==> config.mk <==
export PLATFORM = sky130hd
export DESIGN_NAME = seg7_scan_driver
export DESIGN_NICKNAME = d
export VERILOG_FILES = /design/src/rtl/seg7_scan_driver.sv
export SDC_FILE = /design/constraint.sdc
export NUM_CORES = 1
export LEC_CHECK = 0
export BUFFER_PORTS_ARGS = -buffer_cell sky130_fd_sc_hd__buf_2
export CORE_ASPECT_RATIO = 0.9
export CORE_MARGIN = 2
export CORE_UTILIZATION = 35
export CTS_CLUSTER_SIZE = 16
export DETAILED_ROUTE_END_ITERATION = 8
export SLEW_MARGIN = 20
export SYNTH_ARGS = -nofsm -noshare
export SYNTH_HDL_FRONTEND = slang
export SYNTH_SLANG_ARGS = --single-unit
==> constraint.sdc <==
create_clock -name clk -period 3.9 [get_ports clk]
set_input_delay 1.17 -clock clk [delete_from_list [all_inputs] [get_ports clk]]
set_output_delay 1.17 -clock clk [all_outputs]
set_load 0.1 [all_outputs]
==> src/rtl/seg7_scan_driver.sv <==
// Six-digit multiplexed 7-segment scan driver, frame-coherent BCD snapshot; SEG7_LZB_EN blanks a leading zero.
// Latency: one cycle, because every output is registered from the pre-edge cnt/idx/snap.
// Backpressure: none; free-running scan, and blank gates only the anodes and dp.
module seg7_scan_driver #(
  parameter int         SCAN_DIV = 50000,
  parameter int         GUARD    = 16,
  parameter logic [5:0] DP_MASK  = 6'b010100
) (
  input  logic       clk,
  input  logic       res,
  input  logic [3:0] DIG0,
  input  logic [3:0] DIG1,
  input  logic [3:0] DIG2,
  input  logic [3:0] DIG3,
  input  logic [3:0] DIG4,
  input  logic [3:0] DIG5,
  input  logic       blank,
  output logic [5:0] an_n,
  output logic [6:0] seg_n,
  output logic       dp_n
);

  localparam int            CW        = (SCAN_DIV > 2) ? $clog2(SCAN_DIV) : 1;
  localparam logic [CW-1:0] CNT_LAST  = CW'(SCAN_DIV - 1);
  localparam logic [CW-1:0] CNT_GUARD = CW'(GUARD);
  localparam logic [7:0]    DP_MASK8  = {2'b00, DP_MASK};

  logic [CW-1:0] cnt;
  logic [2:0]    idx;
  logic [3:0]    snap [6];

  logic          slot_end;
  logic          frame_end;
  logic          lit;
  logic          lzb;
  logic [3:0]    cur_dig;
  logic [5:0]    an_d;
  logic [6:0]    seg_d;
  logic          dp_d;

  function automatic logic [6:0] bcd_decode(input logic [3:0] d);
    case (d)
      4'd0:    bcd_decode = 7'h40;
      4'd1:    bcd_decode = 7'h79;
      4'd2:    bcd_decode = 7'h24;
      4'd3:    bcd_decode = 7'h30;
      4'd4:    bcd_decode = 7'h19;
      4'd5:    bcd_decode = 7'h12;
      4'd6:    bcd_decode = 7'h02;
      4'd7:    bcd_decode = 7'h78;
      4'd8:    bcd_decode = 7'h00;
      4'd9:    bcd_decode = 7'h10;
      default: bcd_decode = 7'h3F;  // lone dash flags a non-BCD code
    endcase
  endfunction

  always_comb begin
    slot_end  = (cnt == CNT_LAST);
    frame_end = slot_end && (idx == 3'd5);
    cur_dig   = snap[0];
    case (idx)
      3'd1:    cur_dig = snap[1];
      3'd2:    cur_dig = snap[2];
      3'd3:    cur_dig = snap[3];
      3'd4:    cur_dig = snap[4];
      3'd5:    cur_dig = snap[5];
      default: cur_dig = snap[0];
    endcase
    lit = !blank && (cnt >= CNT_GUARD);
`ifdef SEG7_LZB_EN
    lzb = (idx == 3'd5) && (snap[5] == 4'd0);
`else
    lzb = 1'b0;
`endif
    an_d  = lit ? ~(6'b000001 << idx) : 6'h3F;
    seg_d = lzb ? 7'h7F : bcd_decode(cur_dig);
    dp_d  = !(lit && DP_MASK8[idx] && !lzb);
  end

  always_ff @(posedge clk or posedge res) begin
    if (res) begin
      cnt   <= '0;
      idx   <= '0;
      for (int i = 0; i < 6; i++) snap[i] <= '0;
      an_n  <= 6'h3F;
      seg_n <= 7'h7F;
      dp_n  <= 1'b1;
    end else begin
      if (slot_end) begin
        cnt <= '0;
        idx <= (idx == 3'd5) ? 3'd0 : idx + 3'd1;
      end else begin
        cnt <= cnt + 1'b1;
      end
      // Capture all six digits together so a carry can never tear across a frame
      if (frame_end) begin
        snap[0] <= DIG0;
        snap[1] <= DIG1;
        snap[2] <= DIG2;
        snap[3] <= DIG3;
        snap[4] <= DIG4;
        snap[5] <= DIG5;
      end
      an_n  <= an_d;
      seg_n <= seg_d;
      dp_n  <= dp_d;
    end
  end

endmodule

==> out/metrics.csv, run 1 <==
stage;metric;value;unit
timing;grt_setup_unrepaired;false;
detailed_routing;vias_per_cell;4.73;
finish;synthToLayoutAreaGrowth;16.3;%
min_path;hold_class;reg2reg;
cts;worstSkewPairLatency;330;ps
detailed_routing;firstDrtPassIters;4;
setup_path;crit_required;4160;ps
placed_design;place_congestion;0.775;
job;cap_violations;0;
cts;clockRootBuffer;clkbuf_8;
synth;synth.top_cell.area_share;38.1;%
grt;grt_pass1_wl;8300;um
grt;grt_pass1_vias;1660;
synth;synth_area_leader_cell;dfrtp_1;
timing;hold_viol;0;
status;status;finished, final reports clean;
die;rows;31;
finish;fin_util;41.4;%
cts;cts_tree;done;
grt;grt_max_degree;27;
detailed_routing;post_drt_wl_per_cell;13.3;um
cts;cts_htree_levels;3;
setup_path;worst_path_max_delay_cell;dfrtp_1;
synth;synthesis.area;2830;um^2
cts;clk_path_buf_depth;2;
timing;hold_slack;498;ps
setup_path;slowest_delay;640;ps
die;die_w;98.7;um
timing;worst_slack;1080;ps
cts;cts.sinks;57;
synth;synth_area_leaders;dfrtp_1 38%, dfstp_2 13%, mux2_4 11%;
finish;final_common_cell;dfrtp_1;
timing;slew_violations;0;
synth;synth-seq-cells;57;
die;die-area;8810;um^2
cts;holdBufCountCts;0;
finish;nets;311;
cts;cts_setup_buffers;0;
pwr;ir_drop;0.000122;V
finish;final_cell_mix;43 x dfrtp_1, 40 x buf_2, 21 x nand2_1, 20 x mux2_4, 19 x nor2_1;
synth;yosysUniqueCellTypes;55;
cts;ctsResizeCount;0;
timing;clock_skew;8.07;ps
detailed_routing;vias;1802;
setup_path;crit_type;reg2reg;
placed_design;placed_cells_incl_taps;366;
placed_design;io_buffers;40;
placed_design;place_hpwl;3670;um
placed_design;postPlaceCellArea;3090;um^2
pwr;total_power;1.29;mW
die;die_h;89.3;um
detailed_routing;drc;0;
finish;fin_area;3290;um^2
die;io_pins;41;
detailed_routing;drt_iter0_markers;129;
timing;worstMarginPinSlew;654;ps
setup_path;crit_path_end_kind;flip-flop;
timing;finalCritPeriodShare;72.3;%
timing;slew_headroom;56.4;%
grt;antenna_found_initial;0;
pwr;p_leak;1.51;nW
cts;clk_pin_slew;60;ps
synth;syn_nets;269;
grt;track_usage;12.4;%
cts;cts_buffers;9;
timing;period_minus_slack;2820;ps
grt;grt-ovfl-total;0;
finish;stdcell_count;381;
finish;diodes;0;
die;core;7950;um^2
synth;synth_warnings;0;
setup_path;critPathMaxFanout;17;
synth;ys_seq_area_share;51.1;%
detailed_routing;final_antenna_net_count;0;
setup_path;worstPathArrival;3080;ps
detailed_routing;drt-total-wl;5090;um
setup_path;cp-start-kind;flip-flop;
placed_design;dp_slack;1100;ps
finish;layout-drive-gt1-share;37.9;%
pwr;p_per_area;392;nW/um^2
timing;clock.fmax;0.355;GHz
timing;finalSetupViolCount;0;
timing;fin_setup_tns;0;ps
synth;syn_area_per_cell;12.0;um^2
setup_path;path_cells;inv_1, nor2_1, ha_1, o21bai_2, o32ai_1, o32a_1, or4b_4, nand3_1;
synth;synth_cells;236;
die;start_util;35.6;%
[final timing paths]
kind                              start  endpoint  slack, ps  cells past startpoint
worst max register to register   idx[0]  seg_n[0]       1080                      8
worst min-delay path            cnt[13]   cnt[13]        500                      1
max in group asynchronous           res   an_n[3]       2510                      3
min in group asynchronous           res   cnt[10]        750                      2
worst min register to register  cnt[13]   cnt[13]        500                      1
worst max-delay path             idx[0]  seg_n[0]       1080                      8
[state kept, by name, indices dropped and copies added, names as in the netlist]
register	flops
seg_n	7
snap	24
cnt	16
dp_n	1
idx	3
an_n	6
[synth_stat cells (all sizes together)]
cell type / instances
mux2i: 3
ha: 6
mux2: 25
or4: 1
xnor2: 7
o21bai: 1
o211ai: 1
nor2b: 5
nand2b: 3
nand4bb: 1
and4bb: 1
nand4: 2
a311oi: 1
nor3: 3
or4b: 1
o32ai: 2
a21oi: 3
a2111oi: 1
a31oi: 2
o32a: 2
buf: 8
clkbuf: 3
o21ai: 7
a2bb2oi: 1
nand2: 22
nor2: 19
a32oi: 1
xor2: 8
nor4: 2
or2: 4
a21o: 1
dfrtp: 43
a31o: 1
and3: 1
nor3b: 1
or3: 2
nand3: 9
inv: 10
and2: 2
and3b: 1
a211oi: 5
dfstp: 14
[worst max-delay path: cells and delay by family (launching register included)]
family	cells	cell delay (ps)
flops	1	640
compound gates	3	790
fa+ha+maj	1	380
simple gates	3	770
buf+inv	1	160
[cells by family after synthesis]
logic type	synth area share, %
XOR/XNOR	4.65
AND/OR/NAND/NOR	15.5
AO/OA/AOI/OAI	8.54
flip-flops	51.1
buffers and inverters	3.94
multiplexers	13.7
adder cells (fa/ha/maj)	2.65
[power breakdown]
part / switching (mW) / internal (mW)
Sequential: 0.00953 / 0.616
Clock: 0.219 / 0.324
Combinational: 0.0812 / 0.0388
Total: 0.309 / 0.979
[cell type report]
type                    count  area (um^2)
fillers                   756         4660
flip-flops and latches     57         1440
multi-input cells         158         1270
repair buffers             42          215
clock buffers              12          155
well taps                  99          124
clock inverters             3         40.0
inverters                  10         37.5
[per-layer routing]
metal  track usage, %  routed length [um]  vias to the layer above
met1             18.8                2740                      848
met5                0                   0                        -
met2             15.4                1990                       44
met3             3.21                 255                        9
li1                 -                   -                      901
met4             7.47                 105                        0
Power figures use the tool's default switching activity.
==> run 2: changes to the inputs <==
==> constraint.sdc (replaced) <==
create_clock -name clk -period 2.34 [get_ports clk]
set_input_delay 0.702 -clock clk [delete_from_list [all_inputs] [get_ports clk]]
set_output_delay 0.702 -clock clk [all_outputs]
set_load 0.1 [all_outputs]
==> run 2 against run 1 <==
Compared with the run above:
- design area is 2.9% higher
- die area stayed put
- clock skew is 3.2 ps higher
- critical endpoint is now seg_n[3]
- largest cell class unchanged
- highest routed layer unchanged
==> out/metrics.csv, run 2 (synthesis gave the netlist of run 1 again) <==
stage;metric;value;unit
grt;grt_pass1_vias;1805;
timing;slew_headroom;56.4;%
die;io_pins;41;
grt;grt_pass1_wl;8960;um
timing;hold_viol;0;
timing;worstMarginPinSlew;649;ps
placed_design;place_congestion;0.804;
finish;fin_util;42.5;%
die;start_util;35.6;%
finish;reg_top3;snap x24, cnt x16, seg_n x7;
detailed_routing;drc;0;
setup_path;crit_path_end_kind;flip-flop;
status;status;finished, final reports clean;
die;die-area;8810;um^2
cts;worstSkewPairLatency;330;ps
die;rows;31;
finish;synthToLayoutAreaGrowth;19.6;%
cts;clk_pin_slew;60;ps
setup_path;worstPathArrival;2460;ps
job;cap_violations;0;
timing;finalCritPeriodShare;94.1;%
detailed_routing;final_antenna_net_count;0;
pwr;p_leak;1.56;nW
setup_path;crit_type;reg2reg;
finish;layout-drive-gt1-share;40.7;%
detailed_routing;post_drt_wl_per_cell;13.5;um
timing;clock_skew;11.3;ps
detailed_routing;drt-total-wl;5240;um
detailed_routing;drt_iter0_markers;111;
finish;largest_reg_flops;24;
setup_path;crit_required;2600;ps
finish;nets;318;
placed_design;place_hpwl;3810;um
cts;cts.sinks;57;
detailed_routing;firstDrtPassIters;4;
timing;period_minus_slack;2200;ps
timing;finalSetupViolCount;0;
pwr;p_per_area;656;nW/um^2
min_path;hold_class;in2async;
die;die_w;98.7;um
grt;antenna_found_initial;0;
timing;slew_violations;0;
placed_design;dp_slack;138;ps
finish;fin_area;3380;um^2
pwr;ir_drop;0.000213;V
detailed_routing;vias;1853;
finish;diodes;0;
finish;regMostFlops;snap;
die;core;7950;um^2
timing;clock.fmax;0.454;GHz
detailed_routing;vias_per_cell;4.76;
cts;cts_setup_buffers;0;
placed_design;postPlaceCellArea;3160;um^2
grt;grt-ovfl-total;0;
timing;worst_slack;138;ps
grt;grt_max_degree;25;
cts;cts_tree;done;
placed_design;io_buffers;40;
finish;final_common_cell;dfrtp_1;
die;die_h;89.3;um
setup_path;cp-start-kind;flip-flop;
timing;fin_setup_tns;0;ps
cts;cts_buffers;9;
cts;clockRootBuffer;clkbuf_8;
finish;final_cell_mix;43 x dfrtp_1, 40 x buf_2, 21 x nand2_1, 20 x mux2_4, 19 x nor2_1;
setup_path;critPathMaxFanout;16;
cts;cts_htree_levels;3;
grt;track_usage;13.0;%
cts;clk_path_buf_depth;2;
run 2: path summary, 6_finish.rpt:
path | slack (ps) | end | cells after the start | startpoint
max in group asynchronous | 1360 | an_n[1] | 3 | res
worst min register to register | 500 | snap[5] | 1 | snap[5]
min in group clk | 500 | snap[5] | 1 | snap[5]
worst min-delay path | 410 | cnt[12] | 2 | res
worst max-delay path | 140 | seg_n[3] | 7 | idx[0]
worst max register to register | 140 | seg_n[3] | 7 | idx[0]
run 2: area by class of cell:
cell class	count	area (um^2)
Multi-Input combinational cell	158	1290
Timing Repair Buffer	49	280
Fill cell	744	4570
Sequential cell	57	1440
Clock inverter	6	82.6
Inverter	10	37.5
Tap cell	99	124
Clock buffer	10	128
run 2: timing repair:
action	in CTS	in global routing
setup endpoints to repair	0	3
gates resized for setup	0	3
hold buffers	0	0
run 2: critical path: stages, from the launching register on:
cell     delay (ps)
dfrtp_1         370
buf_4           190
or3_4           400
a21o_4          250
o32ai_4         160
inv_2           120
or4b_4          550
nand3_1          90
run 2: through the flow:
stage / hold slack (ps) / cells / total power [mW]
after global routing: 440 / 389 / 2.32
after CTS: 419 / 389 / 2.25
after floorplan: 456 / 236 / 1.21
final: 412 / 389 / 2.22
after detailed placement: 492 / 373 / 1.27
after global placement: 477 / 373 / 1.27
run 2: power breakdown:
part           internal [mW]  switching [mW]
Combinational         0.0690           0.136
Clock                  0.594           0.377
Sequential              1.03          0.0167
Total                   1.69           0.529
run 2: layer usage:
| metal | wire [um] | track usage (%) | part of all wire [%] | vias to the layer above |
|---|---|---|---|---|
| met5 | 0 | 0 | 0 | - |
| met4 | 88 | 5.85 | 1.7 | 0 |
| met3 | 219 | 3.13 | 4.2 | 7 |
| met2 | 2160 | 17.6 | 41 | 40 |
| met1 | 2770 | 19.5 | 53 | 886 |
| li1 | - | - | - | 920 |
